**src/rtl/tmr_scrubber.sv**
```systemverilog
// tmr_scrubber: background scrubber for a triple-replicated SRAM. Votes each word and rewrites
// all replicas on disagreement. Define SCRUB_REPLICA_CNT_EN to add per-replica fault counters.
module tmr_scrubber #(
    parameter int unsigned ADDR_W = 8,
    parameter int unsigned DATA_W = 8,
    parameter int unsigned DEPTH  = 256,
    parameter int unsigned CNT_W  = 16
) (
    input  logic              i_clk,
    input  logic              i_rst_n,
    input  logic              i_start,
    input  logic              i_continuous,
    input  logic              i_host_req,
    output logic              o_host_gnt,
    input  logic [DATA_W-1:0] i_rd0,
    input  logic [DATA_W-1:0] i_rd1,
    input  logic [DATA_W-1:0] i_rd2,
    output logic              o_mem_en,
    output logic              o_mem_we,
    output logic [ADDR_W-1:0] o_mem_addr,
    output logic [DATA_W-1:0] o_mem_wdata,
    output logic              o_busy,
    output logic              o_done,
    output logic [CNT_W-1:0]  o_err_cnt,
    output logic [CNT_W-1:0]  o_triple_cnt,
    output logic [ADDR_W-1:0] o_last_err_addr
`ifdef SCRUB_REPLICA_CNT_EN
    ,
    output logic [CNT_W-1:0]  o_rep0_cnt,
    output logic [CNT_W-1:0]  o_rep1_cnt,
    output logic [CNT_W-1:0]  o_rep2_cnt
`endif
);

    typedef enum logic [2:0] {
        StIdle,
        StIssue,
        StWait,
        StCheck,
        StWrite,
        StNext,
        StDone,
        StHold
    } state_e;

    localparam logic [ADDR_W-1:0] LastAddr = ADDR_W'(DEPTH - 1);

    function automatic logic [CNT_W-1:0] sat_inc(input logic [CNT_W-1:0] v);
        return (&v) ? v : v + CNT_W'(1);
    endfunction

    state_e              r_state;
    logic [ADDR_W-1:0]   r_addr;
    logic                r_mem_en;
    logic                r_mem_we;
    logic [ADDR_W-1:0]   r_mem_addr;
    logic [DATA_W-1:0]   r_mem_wdata;
    logic                r_busy;
    logic                r_done;
    logic                r_host_gnt;
    logic [CNT_W-1:0]    r_err_cnt;
    logic [CNT_W-1:0]    r_triple_cnt;
    logic [ADDR_W-1:0]   r_last_err_addr;

    state_e              w_state_d;
    logic [ADDR_W-1:0]   w_addr_d;
    logic                w_mem_en_d;
    logic                w_mem_we_d;
    logic [DATA_W-1:0]   w_mem_wdata_d;
    logic [CNT_W-1:0]    w_err_cnt_d;
    logic [CNT_W-1:0]    w_triple_cnt_d;
    logic [ADDR_W-1:0]   w_last_err_addr_d;

    logic [DATA_W-1:0]   w_vote;
    logic                w_mismatch;
    logic                w_triple;
    logic                w_check_commit;

`ifdef SCRUB_REPLICA_CNT_EN
    logic [CNT_W-1:0]    r_rep0_cnt;
    logic [CNT_W-1:0]    r_rep1_cnt;
    logic [CNT_W-1:0]    r_rep2_cnt;
    logic [CNT_W-1:0]    w_rep0_cnt_d;
    logic [CNT_W-1:0]    w_rep1_cnt_d;
    logic [CNT_W-1:0]    w_rep2_cnt_d;
`endif

    assign w_vote     = (i_rd0 & i_rd1) | (i_rd0 & i_rd2) | (i_rd1 & i_rd2);
    assign w_mismatch = (i_rd0 != w_vote) || (i_rd1 != w_vote) || (i_rd2 != w_vote);
    assign w_triple   = (i_rd0 != i_rd1) && (i_rd0 != i_rd2) && (i_rd1 != i_rd2);

    // A CHECK abandoned to the host must leave every counter untouched.
    assign w_check_commit = (r_state == StCheck) && !i_host_req && w_mismatch;

    always_comb begin
        w_state_d = r_state;
        w_addr_d  = r_addr;

        case (r_state)
            StIdle: begin
                if (i_start) begin
                    w_state_d = StIssue;
                    w_addr_d  = '0;
                end
            end
            StIssue: w_state_d = i_host_req ? StHold : StWait;
            StWait:  w_state_d = i_host_req ? StHold : StCheck;
            StCheck: begin
                if (i_host_req) begin
                    w_state_d = StHold;
                end else if (w_mismatch) begin
                    w_state_d = StWrite;
                end else begin
                    w_state_d = StNext;
                end
            end
            // The write strobe is already on the port, so it always completes first.
            StWrite: w_state_d = i_host_req ? StHold : StNext;
            StNext: begin
                if (i_host_req) begin
                    w_state_d = StHold;
                end else if (r_addr == LastAddr) begin
                    w_state_d = StDone;
                    w_addr_d  = '0;
                end else begin
                    w_state_d = StIssue;
                    w_addr_d  = r_addr + ADDR_W'(1);
                end
            end
            StDone: begin
                if (i_host_req) begin
                    w_state_d = StHold;
                end else if (i_continuous) begin
                    w_state_d = StIssue;
                end else begin
                    w_state_d = StIdle;
                end
            end
            StHold:  w_state_d = i_host_req ? StHold : StIssue;
            default: w_state_d = StIdle;
        endcase
    end

    always_comb begin
        w_err_cnt_d       = r_err_cnt;
        w_triple_cnt_d    = r_triple_cnt;
        w_last_err_addr_d = r_last_err_addr;
        if (w_check_commit) begin
            w_err_cnt_d       = sat_inc(r_err_cnt);
            w_last_err_addr_d = r_addr;
            if (w_triple) begin
                w_triple_cnt_d = sat_inc(r_triple_cnt);
            end
        end
    end

`ifdef SCRUB_REPLICA_CNT_EN
    always_comb begin
        w_rep0_cnt_d = r_rep0_cnt;
        w_rep1_cnt_d = r_rep1_cnt;
        w_rep2_cnt_d = r_rep2_cnt;
        if (w_check_commit) begin
            if (i_rd0 != w_vote) w_rep0_cnt_d = sat_inc(r_rep0_cnt);
            if (i_rd1 != w_vote) w_rep1_cnt_d = sat_inc(r_rep1_cnt);
            if (i_rd2 != w_vote) w_rep2_cnt_d = sat_inc(r_rep2_cnt);
        end
    end
`endif

    // Port outputs are registered from the next state so they line up with the state itself.
    always_comb begin
        w_mem_en_d    = (w_state_d == StIssue) || (w_state_d == StWrite);
        w_mem_we_d    = (w_state_d == StWrite);
        w_mem_wdata_d = (w_state_d == StWrite) ? w_vote : r_mem_wdata;
    end

    always_ff @(posedge i_clk or negedge i_rst_n) begin
        if (!i_rst_n) begin
            r_state         <= StIdle;
            r_addr          <= '0;
            r_mem_en        <= 1'b0;
            r_mem_we        <= 1'b0;
            r_mem_addr      <= '0;
            r_mem_wdata     <= '0;
            r_busy          <= 1'b0;
            r_done          <= 1'b0;
            r_host_gnt      <= 1'b1;
            r_err_cnt       <= '0;
            r_triple_cnt    <= '0;
            r_last_err_addr <= '0;
        end else begin
            r_state         <= w_state_d;
            r_addr          <= w_addr_d;
            r_mem_en        <= w_mem_en_d;
            r_mem_we        <= w_mem_we_d;
            r_mem_addr      <= w_addr_d;
            r_mem_wdata     <= w_mem_wdata_d;
            r_busy          <= (w_state_d != StIdle);
            r_done          <= (w_state_d == StDone);
            r_host_gnt      <= (w_state_d == StIdle) || (w_state_d == StHold);
            r_err_cnt       <= w_err_cnt_d;
            r_triple_cnt    <= w_triple_cnt_d;
            r_last_err_addr <= w_last_err_addr_d;
        end
    end

`ifdef SCRUB_REPLICA_CNT_EN
    always_ff @(posedge i_clk or negedge i_rst_n) begin
        if (!i_rst_n) begin
            r_rep0_cnt <= '0;
            r_rep1_cnt <= '0;
            r_rep2_cnt <= '0;
        end else begin
            r_rep0_cnt <= w_rep0_cnt_d;
            r_rep1_cnt <= w_rep1_cnt_d;
            r_rep2_cnt <= w_rep2_cnt_d;
        end
    end

    assign o_rep0_cnt = r_rep0_cnt;
    assign o_rep1_cnt = r_rep1_cnt;
    assign o_rep2_cnt = r_rep2_cnt;
`endif

    assign o_host_gnt      = r_host_gnt;
    assign o_mem_en        = r_mem_en;
    assign o_mem_we        = r_mem_we;
    assign o_mem_addr      = r_mem_addr;
    assign o_mem_wdata     = r_mem_wdata;
    assign o_busy          = r_busy;
    assign o_done          = r_done;
    assign o_err_cnt       = r_err_cnt;
    assign o_triple_cnt    = r_triple_cnt;
    assign o_last_err_addr = r_last_err_addr;

endmodule

```
**config.mk**
```make
export PLATFORM = sky130hd
export DESIGN_NAME = tmr_scrubber
export DESIGN_NICKNAME = d
export VERILOG_FILES = /design/src/rtl/tmr_scrubber.sv
export SDC_FILE = /design/constraint.sdc
export NUM_CORES = 1
export LEC_CHECK = 0
export ABC_AREA = 1
export BUFFER_PORTS_ARGS = -buffer_cell sky130_fd_sc_hd__buf_2
export CAP_MARGIN = 10
export CORE_MARGIN = 2
export CORE_UTILIZATION = 35
export DETAILED_ROUTE_END_ITERATION = 8
export HOLD_SLACK_MARGIN = 0.08
export PLACE_DENSITY_LB_ADDON = 0.1
export SLEW_MARGIN = 10
export SYNTH_ARGS = -nofsm -noshare
export SYNTH_HDL_FRONTEND = slang
export SYNTH_SLANG_ARGS = --single-unit
```
**constraint.sdc**
```tcl
create_clock -name i_clk -period 3.1 [get_ports i_clk]
set_clock_uncertainty 0.15 [all_clocks]
set_input_delay 0.93 -clock i_clk [delete_from_list [all_inputs] [get_ports i_clk]]
set_output_delay 0.93 -clock i_clk [all_outputs]
set_load 0.01 [all_outputs]
```
==> summary.md <==
| Metric | Value |
|---|---|
| Status | finished clean |
| Clock share of power | 29.4% |
| Sw Share | 37.4% |
| CTS-repair resized insts | 0 |
| Util after Layout | 44.0% |
| Syn_nets | 624 |
| Initial antenna violation count | 0 |
| Final worst path period need | 2590 ps |
| R2r endpoint | o_err_cnt[15] |
| Worst IR Drop VDD | between 200 and 300 µV |
| Post-DRT Antenna Nets | 0 |
| Hold Buf Count CTS | 0 |
| DP HPWL | between 7000 and 8000 µm |
| CP max stage delay | 290 ps |
| Core Area | 0.0116 mm² |
| Leading area contributor after synthesis | dfrtp_1 |
| End of the worst hold path | o_mem_wdata[0] |
| I/O pin cnt | 90 |
| Worst hold path depth | 2 |
| Area Overhead vs Synth | 21.6% |
| Avg WL per Cell | 12.6 µm |
| Vias per cell | about 4.7 |
| Cells after Synth | 568 |
| Final Cycle Share | 83.6% |
| Tightest Hold Check Type | reg -> reg |
| Ys flop type | dfrtp_1 |
| Clock sinks | 64 |
| Number of diodes | 0 |
| Unique cell type count in the Yosys netlist | 35 |
| Setup Buffers After CTS | 0 |
| Overall global routing resource usage | about 17% |
| IO buf count | 89 |
| CTS tree | built |
| Routed via count | 3848 |
| Initial Util | 36.2% |
| RSZ-0062 raised after global routing | false |
| Worst setup EP type | flop |
| Yosys warning total | 0 |
| First-pass GRT wire length | 17700 µm |
| Max Fclk | 386 MHz |
| Slew headroom | between 50% and 60% |
| Power Density | 662 mW/mm² |
| Synth Area per Inst | 7.37 µm² |
| Die Ht | 113 µm |
| Reg2reg setup slack | ~700 ps |
| Simple-gate share of the synthesized area | 33.9% |
| Fraction of the yosys area taken by sequential cells | 38.3% |
| Most frequent CP cell | nor2_1 |
| Die area | 0.0129 mm² |
| Setup-failing EPs final | 0 |
| Main combinational cell family by area after synthesis | simple AND/OR/NAND/NOR gates |
| Switching pwr | 0.00126 W |
| Worst Hold Launch | o_mem_wdata[0] |
| Largest net degree at the start of global routing | 41 |
| Cell row count | 39 |
| Final Max Slew Viols | 0 |
| Seq pwr share | a little under two fifths |
| Vias in the first global route | 3720 |
| Final Power | ~0.0034 W |
| P_int | 0.00211 W |
| Nets | 720 |
| CTS buffer count | 9 |
| Crit-path max FO | 26 |
| GRT overflow | 0 |
| Post-synthesis adder-cell area fraction | 8.07% |
| Layout cells sized above 1 | around a fifth |
| Die Wd | 113 µm |
| WP data arrival | 2650 ps |
| Clock latency on the worst-skew pair | 340 ps |
| Cells on worst reg2reg path | 8 |
| Number of enable flip-flop cells after synthesis | 0 |
| Synth Area in Compound Gates | between 5 and 6% |
| H-tree Lvls | 3 |
| Root Buffer | clkbuf_16 |
| Slowest stage cell on the critical path | buf_4 |
| Finished layout cell area | between 0.005 and 0.006 mm² |
| Leakage Power | 2.69 nW |
| DP Area | 0.00481 mm² |
| CP required | 3160 ps |
| Final WL | 10200 µm |
| DRT Pass-1 Iters | 4 |
| Setup crit start kind | input port |
| #FFs+latches synth | 64 |
| XOR/XNOR Fraction of Synth Area | 6.66% |
| Multiplexer area fraction after synthesis | 0% |
| Gate power share | between 30% and 40% |
| Critical path, cell by cell | buf_2 -> ha_1 -> nor2_1 -> nand3b_1 -> nand2_1 -> nand2_1 -> nor2_1 -> nand3_1 -> o21ai_4 -> buf_4 -> nor2_1 -> xor2_1 |
| CTS max path bufs | 2 |
| Top-area cell type share of the netlist area | 37.7% |
| Kind of critical path | in -> reg |
| DRC violations left | 0 |
| Worst reg2reg path startpoint | o_err_cnt[0] |
| Initial drt markers | 186 |
| Netlist Area Pre-Place | between 0.004 and 0.005 mm² |
| Hold Vio Cnt, Final | 0 |
| Final GP Congestion | about 0.86 |
| Synth area leaders | dfrtp_1 38%, nand2_1 17%, ha_1 8.1%, nand3_1 6.2%, inv_1 5.8% |
| Asr flop ratio synth | between 90% and 100% |
| Worst-Margin Slew | 620 ps |
| Fin Setup TNS | 0 ps |
| MaxCap Viol Count | 0 |
| Clk slew on worst S/H paths | 50 ps |
==> cells by family (layout without fill, tap and decap cells) <==
kind of cell	Yosys count	after routing
AOI/OAI and AO/OA	38	38
xor gates and xnor gates	31	31
adders and majority gates	27	27
buffers and inverters	78	178
DFF	64	64
and+or+nand+nor	330	330
==> how the worst max path moves through the flow <==
| stage | slack (ps) | cells after the start | from | endpoint |
|---|---|---|---|---|
| 2_1_floorplan | 440 | 15 | i_rd0[4] | o_err_cnt[7] |
| 3_3_place_gp | 180 | 14 | i_rd0[3] | o_err_cnt[12] |
| 3_5_place_dp | 130 | 12 | i_rd0[0] | o_err_cnt[15] |
| 4_1_cts | 490 | 12 | i_rd0[0] | o_err_cnt[15] |
| 5_1_grt | 290 | 15 | i_rd0[3] | o_err_cnt[5] |
| 6_report | 510 | 12 | i_rd0[0] | o_err_cnt[12] |
==> cells in the final DEF (no fill, tap or decap), types with 2 or more instances in the layout <==
cell type	n
nand2_1	191
buf_2	89
inv_1	65
dfrtp_1	63
nand3_1	52
nor2_1	41
ha_1	27
o21ai_0	21
xor2_1	21
nor3_1	15
nand3b_1	9
xnor2_1	9
nor4_1	9
clkbuf_16	9
a21oi_1	8
nor2_2	6
buf_4	4
clkinv_2	3
nand2_2	2
o22ai_1	2
inv_2	2
nand4_1	2
buf_12	2
==> power groups by stage <==
stage	Sequential (W)	Combinational (W)	Clock, W
final	0.00124	0.00114	0.000992
after global routing	0.00127	0.00130	0.00106
after CTS	0.00125	0.00116	0.00103
after detailed placement	0.00126	0.00115	0
after global placement	0.00125	0.00114	0
after floorplan	0.00132	0.000661	0
==> per-stage QoR <==
stage / std cells / worst slack [ps] / hold WS, ps
finish: 811 / 509 / 325
global route: 811 / 292 / 355
CTS: 811 / 485 / 331
detailed placement: 796 / 127 / 315
global placement: 796 / 176 / 314
floorplan: 568 / 444 / 365
==> layer usage <==
| layer | vias up | GRT usage (%) | part of all wire, % |
|---|---|---|---|
| met5 | - | 0 | 0 |
| met4 | 0 | 5.77 | 1.2 |
| met3 | 8 | 4.62 | 4.2 |
| met2 | 75 | 28.0 | 47 |
| met1 | 1752 | 22.1 | 47 |
| li1 | 2013 | - | - |
==> sequential cells by signal, summed over array words and instances (netlist names) <==
register,count
o_triple_cnt,16
o_mem_wdata,8
o_last_err_addr,8
o_mem_addr,8
o_host_gnt,1
o_mem_en,1
o_done,1
o_mem_we,1
o_err_cnt,16
r_state,3
o_busy,1
==> layout make-up <==
type / count / area [µm²]
multi-input combinational: 426 / 2250
clock inverter: 6 / 61.3
timing repair buffer: 95 / 515
sequential: 64 / 1600
inverter: 68 / 255
tap: 143 / 179
clock buffer: 9 / 225
fill: 1180 / 6470
==> critical path: cells and delay by family <==
kind	cells	cell delay, ps
AOI/OAI and AO/OA	1	170
and+or+nand+nor	7	810
adders and majority gates	1	190
xor gates and xnor gates	1	140
buffers and inverters	2	410
==> synthesized netlist by cell type, types with 6 or more instances <==
| cell | count |
|---|---|
| ha_1 | 27 |
| nor3_1 | 15 |
| xor2_1 | 21 |
| inv_1 | 65 |
| o21ai_0 | 21 |
| a21oi_1 | 8 |
| nor2_1 | 41 |
| nand3b_1 | 9 |
| nor4_1 | 9 |
| xnor2_1 | 9 |
| nand3_1 | 52 |
| nand2_1 | 191 |
| nor2_2 | 6 |
| dfrtp_1 | 63 |
Power figures use the tool's default switching activity.
